--- src/rtl/hiscore_saver_if.sv ---
// Bus bundle between hiscore_saver and its environment: the hps_io ioctl
// download/upload stream, the game-RAM read port and the save control/status.
//   ioctl_download/upload/wr/addr/dout/index : HPS side, into the saver
//   ioctl_din                                : upload data back to HPS
//   save_req                                 : one-cycle snapshot request
//   ram_address/ram_read -> ram_din          : game-RAM read port
//   busy/done/used_bytes/overflow            : snapshot status
// master = environment (hps_io + core), slave = hiscore_saver.
interface hiscore_saver_if #(
  parameter int unsigned BUF_BYTES = 32
);
  localparam int unsigned UsedW = $clog2(BUF_BYTES) + 1;

  logic             ioctl_download;
  logic             ioctl_upload;
  logic             ioctl_wr;
  logic [24:0]      ioctl_addr;
  logic [7:0]       ioctl_dout;
  logic [7:0]       ioctl_index;
  logic [7:0]       ioctl_din;
  logic             save_req;
  logic [9:0]       ram_address;
  logic             ram_read;
  logic [7:0]       ram_din;
  logic             busy;
  logic             done;
  logic [UsedW-1:0] used_bytes;
  logic             overflow;

  modport master (
    output ioctl_download, ioctl_upload, ioctl_wr, ioctl_addr, ioctl_dout, ioctl_index,
    output save_req, ram_din,
    input  ioctl_din, ram_address, ram_read, busy, done, used_bytes, overflow
  );

  modport slave (
    input  ioctl_download, ioctl_upload, ioctl_wr, ioctl_addr, ioctl_dout, ioctl_index,
    input  save_req, ram_din,
    output ioctl_din, ram_address, ram_read, busy, done, used_bytes, overflow
  );
endinterface

--- src/rtl/hiscore_saver.sv ---
// hiscore_saver: snapshots the game-RAM regions listed in the hiscore config
// table (ioctl index 3, 8 bytes per entry) into a local buffer and serves it
// back to the HPS on the upload stream (ioctl index 4).
// Ports:
//   clk      core clock
//   reset_n  synchronous active-low reset
//   bus      hiscore_saver_if.slave (ioctl stream, game-RAM port, status)
// Optional feature: define HISCORE_CHECKSUM_EN to append an 8-bit sum of the
// captured bytes at upload address used_bytes.
module hiscore_saver #(
  parameter int unsigned MAX_ENTRIES = 16,
  parameter int unsigned BUF_BYTES   = 32,
  parameter int unsigned RAM_LATENCY = 1
) (
  input logic            clk,
  input logic            reset_n,
  hiscore_saver_if.slave bus
);
  localparam int unsigned EntW = $clog2(MAX_ENTRIES);
  localparam int unsigned PtrW = $clog2(BUF_BYTES);
  localparam int unsigned PtrW1 = PtrW + 1;
  localparam logic [PtrW:0] BufFull = PtrW1'(BUF_BYTES);
  localparam logic [1:0] WaitLast = 2'(RAM_LATENCY - 1);

  typedef enum logic [2:0] {
    StIdle, StLookup, StCheck, StWait, StStore, StNext, StFinish
  } state_e;

  // Only the low 10 address bits are kept: the truncated 10-bit sum cannot
  // depend on the upper bits of the 24-bit base.
  logic [9:0]      addr_tbl [MAX_ENTRIES];
  logic [7:0]      len_tbl  [MAX_ENTRIES];
  logic [7:0]      snap_mem [BUF_BYTES];
  logic [1:0]      addr_mid_q;
  logic [EntW-1:0] total_entries_q;
  logic            config_valid_q, download_q, upload_q;

  state_e          state_q, state_d;
  logic [EntW-1:0] entry_q, entry_d;
  logic [PtrW:0]   ptr_q, ptr_d, used_q, used_d;
  logic [8:0]      byte_ctr_q, byte_ctr_d;
  logic [1:0]      wait_q, wait_d;
  logic [9:0]      cur_addr_q, cur_addr_d, ram_address_q, ram_address_d;
  logic [7:0]      cur_len_q, cur_len_d, din_q, din_d;
  logic            ram_read_q, ram_read_d, busy_q, busy_d, done_q, done_d;
  logic            overflow_q, overflow_d, store_en;
`ifdef HISCORE_CHECKSUM_EN
  logic [7:0]      acc_q, acc_d, chk_q, chk_d;
`endif

  logic idx3, cfg_wr, dl_rise, dl_fall, ul_rise;
  assign idx3    = (bus.ioctl_index == 8'd3);
  assign cfg_wr  = bus.ioctl_download & bus.ioctl_wr & idx3;
  assign dl_rise = bus.ioctl_download & ~download_q & idx3;
  assign dl_fall = ~bus.ioctl_download & download_q & idx3;
  assign ul_rise = bus.ioctl_upload & ~upload_q;

  always_ff @(posedge clk) begin
    if (!reset_n) begin
      total_entries_q <= '0;
      config_valid_q  <= 1'b0;
      download_q      <= 1'b0;
      upload_q        <= 1'b0;
    end else begin
      download_q <= bus.ioctl_download;
      upload_q   <= bus.ioctl_upload;
      if (cfg_wr) total_entries_q <= bus.ioctl_addr[EntW+2:3];
      if (dl_rise) config_valid_q <= 1'b0;
      else if (dl_fall) config_valid_q <= 1'b1;
    end
  end

  // Table and buffer storage carry no reset.
  always_ff @(posedge clk) begin
    if (reset_n && cfg_wr) begin
      case (bus.ioctl_addr[2:0])
        3'd2: addr_mid_q <= bus.ioctl_dout[1:0];
        3'd3: addr_tbl[bus.ioctl_addr[EntW+2:3]] <= {addr_mid_q, bus.ioctl_dout};
        3'd4: len_tbl[bus.ioctl_addr[EntW+2:3]] <= bus.ioctl_dout;
        default: ;
      endcase
    end
    if (reset_n && store_en) snap_mem[ptr_q[PtrW-1:0]] <= bus.ram_din;
  end

  always_comb begin
    state_d       = state_q;
    entry_d       = entry_q;
    ptr_d         = ptr_q;
    used_d        = used_q;
    byte_ctr_d    = byte_ctr_q;
    wait_d        = wait_q;
    cur_addr_d    = cur_addr_q;
    cur_len_d     = cur_len_q;
    ram_address_d = ram_address_q;
    ram_read_d    = 1'b0;
    busy_d        = busy_q;
    done_d        = done_q;
    overflow_d    = overflow_q;
    store_en      = 1'b0;
`ifdef HISCORE_CHECKSUM_EN
    acc_d         = acc_q;
    chk_d         = chk_q;
`endif
    unique case (state_q)
      StIdle: begin
        if (bus.save_req && config_valid_q && !bus.ioctl_upload && !bus.ioctl_download) begin
          entry_d    = '0;
          ptr_d      = '0;
          overflow_d = 1'b0;
          done_d     = 1'b0;
          busy_d     = 1'b1;
`ifdef HISCORE_CHECKSUM_EN
          acc_d      = 8'h00;
`endif
          state_d    = StLookup;
        end
      end
      StLookup: begin
        cur_addr_d = addr_tbl[entry_q];
        cur_len_d  = len_tbl[entry_q];
        byte_ctr_d = '0;
        state_d    = StCheck;
      end
      StCheck: begin
        if (cur_len_q == 8'd0) begin
          state_d = StNext;
        end else if (ptr_q == BufFull) begin
          overflow_d = 1'b1;
          state_d    = StFinish;
        end else begin
          ram_address_d = cur_addr_q + 10'(byte_ctr_q);
          ram_read_d    = 1'b1;
          wait_d        = '0;
          state_d       = StWait;
        end
      end
      StWait: begin
        if (wait_q == WaitLast) state_d = StStore;
        else wait_d = wait_q + 2'd1;
      end
      StStore: begin
        store_en   = 1'b1;
        ptr_d      = ptr_q + 1'b1;
        byte_ctr_d = byte_ctr_q + 9'd1;
`ifdef HISCORE_CHECKSUM_EN
        acc_d      = acc_q + bus.ram_din;
`endif
        if (byte_ctr_q + 9'd1 == {1'b0, cur_len_q}) state_d = StNext;
        else state_d = StCheck;
      end
      StNext: begin
        if (entry_q == total_entries_q) begin
          state_d = StFinish;
        end else begin
          entry_d = entry_q + 1'b1;
          state_d = StLookup;
        end
      end
      StFinish: begin
        used_d  = ptr_q;
        busy_d  = 1'b0;
        done_d  = 1'b1;
`ifdef HISCORE_CHECKSUM_EN
        chk_d   = acc_q;
        // A full buffer leaves no slot for the checksum byte.
        if (ptr_q == BufFull) overflow_d = 1'b1;
`endif
        state_d = StIdle;
      end
      default: state_d = StIdle;
    endcase
    // New config or an upload starting mid-snapshot abandons the capture.
    if (dl_rise || (ul_rise && busy_q)) begin
      state_d    = StIdle;
      busy_d     = 1'b0;
      done_d     = 1'b0;
      ram_read_d = 1'b0;
      store_en   = 1'b0;
    end
  end

  always_comb begin
    din_d = 8'h00;
    if (bus.ioctl_upload && bus.ioctl_index == 8'd4) begin
      if (bus.ioctl_addr < 25'(used_q)) din_d = snap_mem[bus.ioctl_addr[PtrW-1:0]];
`ifdef HISCORE_CHECKSUM_EN
      else if (bus.ioctl_addr == 25'(used_q)) din_d = chk_q;
`endif
    end
  end

  always_ff @(posedge clk) begin
    if (!reset_n) begin
      state_q       <= StIdle;
      entry_q       <= '0;
      ptr_q         <= '0;
      used_q        <= '0;
      byte_ctr_q    <= '0;
      wait_q        <= '0;
      cur_addr_q    <= '0;
      cur_len_q     <= '0;
      ram_address_q <= '0;
      ram_read_q    <= 1'b0;
      busy_q        <= 1'b0;
      done_q        <= 1'b0;
      overflow_q    <= 1'b0;
      din_q         <= 8'h00;
`ifdef HISCORE_CHECKSUM_EN
      acc_q         <= 8'h00;
      chk_q         <= 8'h00;
`endif
    end else begin
      state_q       <= state_d;
      entry_q       <= entry_d;
      ptr_q         <= ptr_d;
      used_q        <= used_d;
      byte_ctr_q    <= byte_ctr_d;
      wait_q        <= wait_d;
      cur_addr_q    <= cur_addr_d;
      cur_len_q     <= cur_len_d;
      ram_address_q <= ram_address_d;
      ram_read_q    <= ram_read_d;
      busy_q        <= busy_d;
      done_q        <= done_d;
      overflow_q    <= overflow_d;
      din_q         <= din_d;
`ifdef HISCORE_CHECKSUM_EN
      acc_q         <= acc_d;
      chk_q         <= chk_d;
`endif
    end
  end

  assign bus.ram_address = ram_address_q;
  assign bus.ram_read    = ram_read_q;
  assign bus.busy        = busy_q;
  assign bus.done        = done_q;
  assign bus.used_bytes  = used_q;
  assign bus.overflow    = overflow_q;
  assign bus.ioctl_din   = din_q;
endmodule
--- src/flat_wrapper.sv ---
// flat-port wrapper written by rule: the top's interface ports become plain ports
module hiscore_saver_flat 
#(
  parameter int unsigned MAX_ENTRIES = 16,
  parameter int unsigned BUF_BYTES   = 32,
  parameter int unsigned RAM_LATENCY = 1
)
  (clk, reset_n, bus_ioctl_download, bus_ioctl_upload, bus_ioctl_wr, bus_ioctl_addr, bus_ioctl_dout, bus_ioctl_index, bus_save_req, bus_ram_din, bus_ioctl_din, bus_ram_address, bus_ram_read, bus_busy, bus_done, bus_used_bytes, bus_overflow);
  hiscore_saver_if #(.BUF_BYTES(BUF_BYTES)) bus_i ();
  input logic clk;
  input logic reset_n;
  input wire logic [$bits(bus_i.ioctl_download)-1:0] bus_ioctl_download;
  input wire logic [$bits(bus_i.ioctl_upload)-1:0] bus_ioctl_upload;
  input wire logic [$bits(bus_i.ioctl_wr)-1:0] bus_ioctl_wr;
  input wire logic [$bits(bus_i.ioctl_addr)-1:0] bus_ioctl_addr;
  input wire logic [$bits(bus_i.ioctl_dout)-1:0] bus_ioctl_dout;
  input wire logic [$bits(bus_i.ioctl_index)-1:0] bus_ioctl_index;
  input wire logic [$bits(bus_i.save_req)-1:0] bus_save_req;
  input wire logic [$bits(bus_i.ram_din)-1:0] bus_ram_din;
  output wire logic [$bits(bus_i.ioctl_din)-1:0] bus_ioctl_din;
  output wire logic [$bits(bus_i.ram_address)-1:0] bus_ram_address;
  output wire logic [$bits(bus_i.ram_read)-1:0] bus_ram_read;
  output wire logic [$bits(bus_i.busy)-1:0] bus_busy;
  output wire logic [$bits(bus_i.done)-1:0] bus_done;
  output wire logic [$bits(bus_i.used_bytes)-1:0] bus_used_bytes;
  output wire logic [$bits(bus_i.overflow)-1:0] bus_overflow;
  assign bus_i.ioctl_download = bus_ioctl_download;
  assign bus_i.ioctl_upload = bus_ioctl_upload;
  assign bus_i.ioctl_wr = bus_ioctl_wr;
  assign bus_i.ioctl_addr = bus_ioctl_addr;
  assign bus_i.ioctl_dout = bus_ioctl_dout;
  assign bus_i.ioctl_index = bus_ioctl_index;
  assign bus_i.save_req = bus_save_req;
  assign bus_i.ram_din = bus_ram_din;
  assign bus_ioctl_din = bus_i.ioctl_din;
  assign bus_ram_address = bus_i.ram_address;
  assign bus_ram_read = bus_i.ram_read;
  assign bus_busy = bus_i.busy;
  assign bus_done = bus_i.done;
  assign bus_used_bytes = bus_i.used_bytes;
  assign bus_overflow = bus_i.overflow;
  hiscore_saver #(.MAX_ENTRIES(MAX_ENTRIES), .BUF_BYTES(BUF_BYTES), .RAM_LATENCY(RAM_LATENCY)) u_core (.clk(clk), .reset_n(reset_n), .bus(bus_i));
endmodule
--- config.mk ---
export PLATFORM = sky130hd
export DESIGN_NAME = hiscore_saver_flat
export DESIGN_NICKNAME = d
export VERILOG_FILES = /design/src/rtl/hiscore_saver_if.sv /design/src/rtl/hiscore_saver.sv /design/src/flat_wrapper.sv
export SDC_FILE = /design/constraint.sdc
export NUM_CORES = 1
export LEC_CHECK = 0
export CAP_MARGIN = 10
export CORE_MARGIN = 3
export CORE_UTILIZATION = 50
export DETAILED_ROUTE_END_ITERATION = 10
export PLACE_DENSITY = 0.67
export SLEW_MARGIN = 20
export SYNTH_ARGS = -nofsm -noshare
export SYNTH_HDL_FRONTEND = slang
export SYNTH_SLANG_ARGS = --single-unit
export TNS_END_PERCENT = 100
--- constraint.sdc ---
create_clock -name clk -period 2.78 [get_ports clk]
set_input_delay 0.278 -clock clk [delete_from_list [all_inputs] [get_ports clk]]
set_output_delay 0.278 -clock clk [all_outputs]
set_load 0.005 [all_outputs]
==> results.toml <==
[outcome]
outcome = "completed"

[critical_path]
path_cells = "ha_1 -> nand3_4 -> or3_4 -> a2111oi_4 -> a41oi_1 -> o41a_1"
worst-path-stages = 6
worstPathMaxFanout = 7
cp-end-kind = "register"
rrSetupSlack_ns = 0.48
crit_path_end = "u_core.state_q[1]"
worstSetupStartpoint = "u_core.byte_ctr_q[0]"
r2r_start = "u_core.byte_ctr_q[0]"
cp_num_buf_inv = 0
arrival_ns = 2.80
worstRegToRegCells = 6
start_kind = "register"
crit_path_max_incr_delay_ns = 0.48
crit_path_top_delay_cell = "dfxtp_1"
critPathTopFamily = "compound AO/OA/AOI/OAI gates"
worstSetupPathType = "reg2reg"
cp.required_ns = 3.28
worstReg2RegEnd = "u_core.state_q[1]"

[flow_run]
drv_cap = 0

[timing]
period_needed_ns = 2.303
finalSetupViolCount = 0
final_max_slew_viol_count = 0
hold_viol_final = 0
worst_pin_slew_ns = 0.8174
slew_headroom = 0.4530
fmax_mhz = 434.3
period_share = 0.8283
setup_tns_ns = 0
fin_skew_ns = 0.01714
rsz0062_at_grt = "false"

[synth]
synthDominantCellAreaShare = 0.6498
avgSynthCellArea_um2 = 18.07
ys_seq_elements = 623
synthTopCellsByArea = "edfxtp_1 65%, mux4_2 14%, dfxtp_1 6.1%"
async_flop_share = 0
syn_area_um2 = 25230
syn_inst = 1396
synth_edf_count = 546
synth_cell_types = 70
yosysTopAreaCell = "edfxtp_1"
synth_nets = 1473
yosys_most_used_dff = "edfxtp_1"
synth_warnings = 0
seq_area_frac_synth = 0.7109

[global_route]
grt_max_degree = 45
grt_pass1_wl_mm = 84.93
antenna_found_initial = 0
grt_pass1_vias = 13530
grt_overflow = 0
grt_use_total = 0.2127

[die]
io_pins = 83
start_util = 0.5112
die_height_um = 230.6
placementRows = 81
die_w_um = 230.6
die-area_um2 = 53190
coreArea_um2 = 49360

[clocking]
cts_setup_buffers = 0
clock_sinks = 623
cts_buffer_depth = 3
cts_tree = "done"
clk_pin_slew_ns = 0.06
cts_buffers = 61
cts_root_buf = "clkbuf_16"
cts_hold_buf = 0
clk_latency_ns = 0.62
cts-htree-levels = 2
cts_resized = 0

[place]
io_buffer_count = 82
gp_congestion = 0.8313
hpwl_mm = 36.70
dp_cells = 2168

[min_path]
hold_class = "in2reg"
whs_path_depth = 2

[detailed_routing]
vias = 13240
vias_per_cell = 5.810
drt-initial-drc-count = 1140
routedWlPerCell_um = 24.33
dr.pass1.iters = 8
drc = 0
wirelength_mm = 55.44
ant_nets = 0

[finish]
seqCellArea_um2 = 17940
multiInputGateArea_um2 = 6725
nets = 1644
syn2layout_area_growth_pct = 16.15
post-route-util = 0.5938
layout.cells.most_common = "edfxtp_1"
n_antenna_cell = 0
layout_common_cells = "546 x edfxtp_1, 162 x mux4_2, 104 x nor2_1"
nFillCells = 3575
drive_gt1_frac = 0.2347
final_cells = 2279

[power]
p_leak_uw = 0.009377
p_comb_frac = 0.030
internal_power_uw = 15120
switching_share = 0.2011
pwr-share-clk = 0.433
p_seq_frac = 0.536
ir_worst_vdd_mv = 0.5807
power_density_nw_per_um2 = 645.7
switchingPower_uw = 3805
-- synth_stat cells (19+ instances only) --
master      n
edfxtp_1  546
dfxtp_1    77
ha_1       21
nor2_1    105
o21ai_1    19
mux4_2    162
o21ai_0    25
inv_1      37
mux2i_1    25
nand3_1    29
a21oi_1    41
nand2_1    55
clkbuf_1   29
-- cell families (layout without fill, tap and decap cells) --
group                    count (synthesis)  after routing  share of synthesized area
XOR/XNOR                                21             21                   0.007290
AO/OA/AOI/OAI                          146            146                    0.03610
buffers and inverters                  111            330                    0.02261
AND/OR/NAND/NOR                        283            283                    0.05599
multiplexers                           190            190                     0.1559
adder cells (fa/ha/maj)                 22             22                    0.01121
flip-flops                             623            623                     0.7109
-- layout make-up --
class / instances / share of cell area
multi-input cells: 662 / 0.2295
well taps: 664 / 0.02835
flip-flops and latches: 623 / 0.6123
inverters: 37 / 0.004739
clock inverters: 41 / 0.01452
repair buffers: 182 / 0.05661
clock buffers: 70 / 0.05397
-- worst reg2reg max path, delay by kind of cell (launching register included) --
kind	cells	cell delay (ns)
AO/OA/AOI/OAI	3	0.89
AND/OR/NAND/NOR	2	0.55
flip-flops	1	0.48
adder cells (fa/ha/maj)	1	0.27
-- power groups by stage --
stage / registers (uW) / logic [uW] / clock network, uW
after floorplan: 10400 / 245 / 0
after global placement: 10300 / 574 / 0
after detailed placement: 10300 / 579 / 0
after CTS: 10100 / 581 / 8350
after global routing: 10100 / 615 / 8720
final: 10100 / 572 / 8200
-- metal layers --
metal  global-route usage  vias to the layer above  wire [um]
met5                    0                        -          0
met4              0.06469                        0       1575
met3              0.03307                       98       3278
met2               0.3627                      474      28380
met1               0.2855                     6726      22210
li1                     -                     5943          -
-- how the worst min path moves through the flow --
stage	startpoint	endpoint	slack [ns]
after floorplan	bus_ioctl_dout[0]	u_core.addr_mid_q[0]	0.38
after global placement	u_core.cur_addr_q[0]	u_core.cur_addr_q[0]	0.45
after detailed placement	u_core.bus.done	u_core.bus.done	0.45
after CTS	bus_ioctl_upload	u_core.upload_q	0.31
after global routing	bus_ioctl_upload	u_core.upload_q	0.32
final	bus_ioctl_upload	u_core.upload_q	0.33
-- flip-flops by register name (all words and copies together), names as in the netlist, 3 cells and up --
| name | count |
|---|---|
| u_core.byte_ctr_q | 9 |
| u_core.state_q | 3 |
| u_core.snap_mem | 256 |
| u_core.total_entries_q | 4 |
| u_core.bus.ioctl_din | 8 |
| u_core.bus.used_bytes | 6 |
| u_core.cur_addr_q | 10 |
| u_core.bus.ram_address | 10 |
| u_core.cur_len_q | 8 |
| u_core.addr_tbl | 160 |
| u_core.ptr_q | 6 |
| u_core.len_tbl | 128 |
| u_core.entry_q | 4 |
-- per-stage QoR --
stage / area [um2] / power, uW / worst slack [ns] / hold WS [ns]
2_1_floorplan: 25230 / 10600 / 0.4268 / 0.3769
3_3_place_gp: 27300 / 10920 / 0.03050 / 0.4477
3_5_place_dp: 27300 / 10930 / -0.02125 / 0.4511
4_1_cts: 29300 / 19070 / 0.4486 / 0.3096
5_1_grt: 29310 / 19480 / 0.3075 / 0.3189
6_report: 29310 / 18920 / 0.4773 / 0.3329
(Power assumes the default switching activity.)
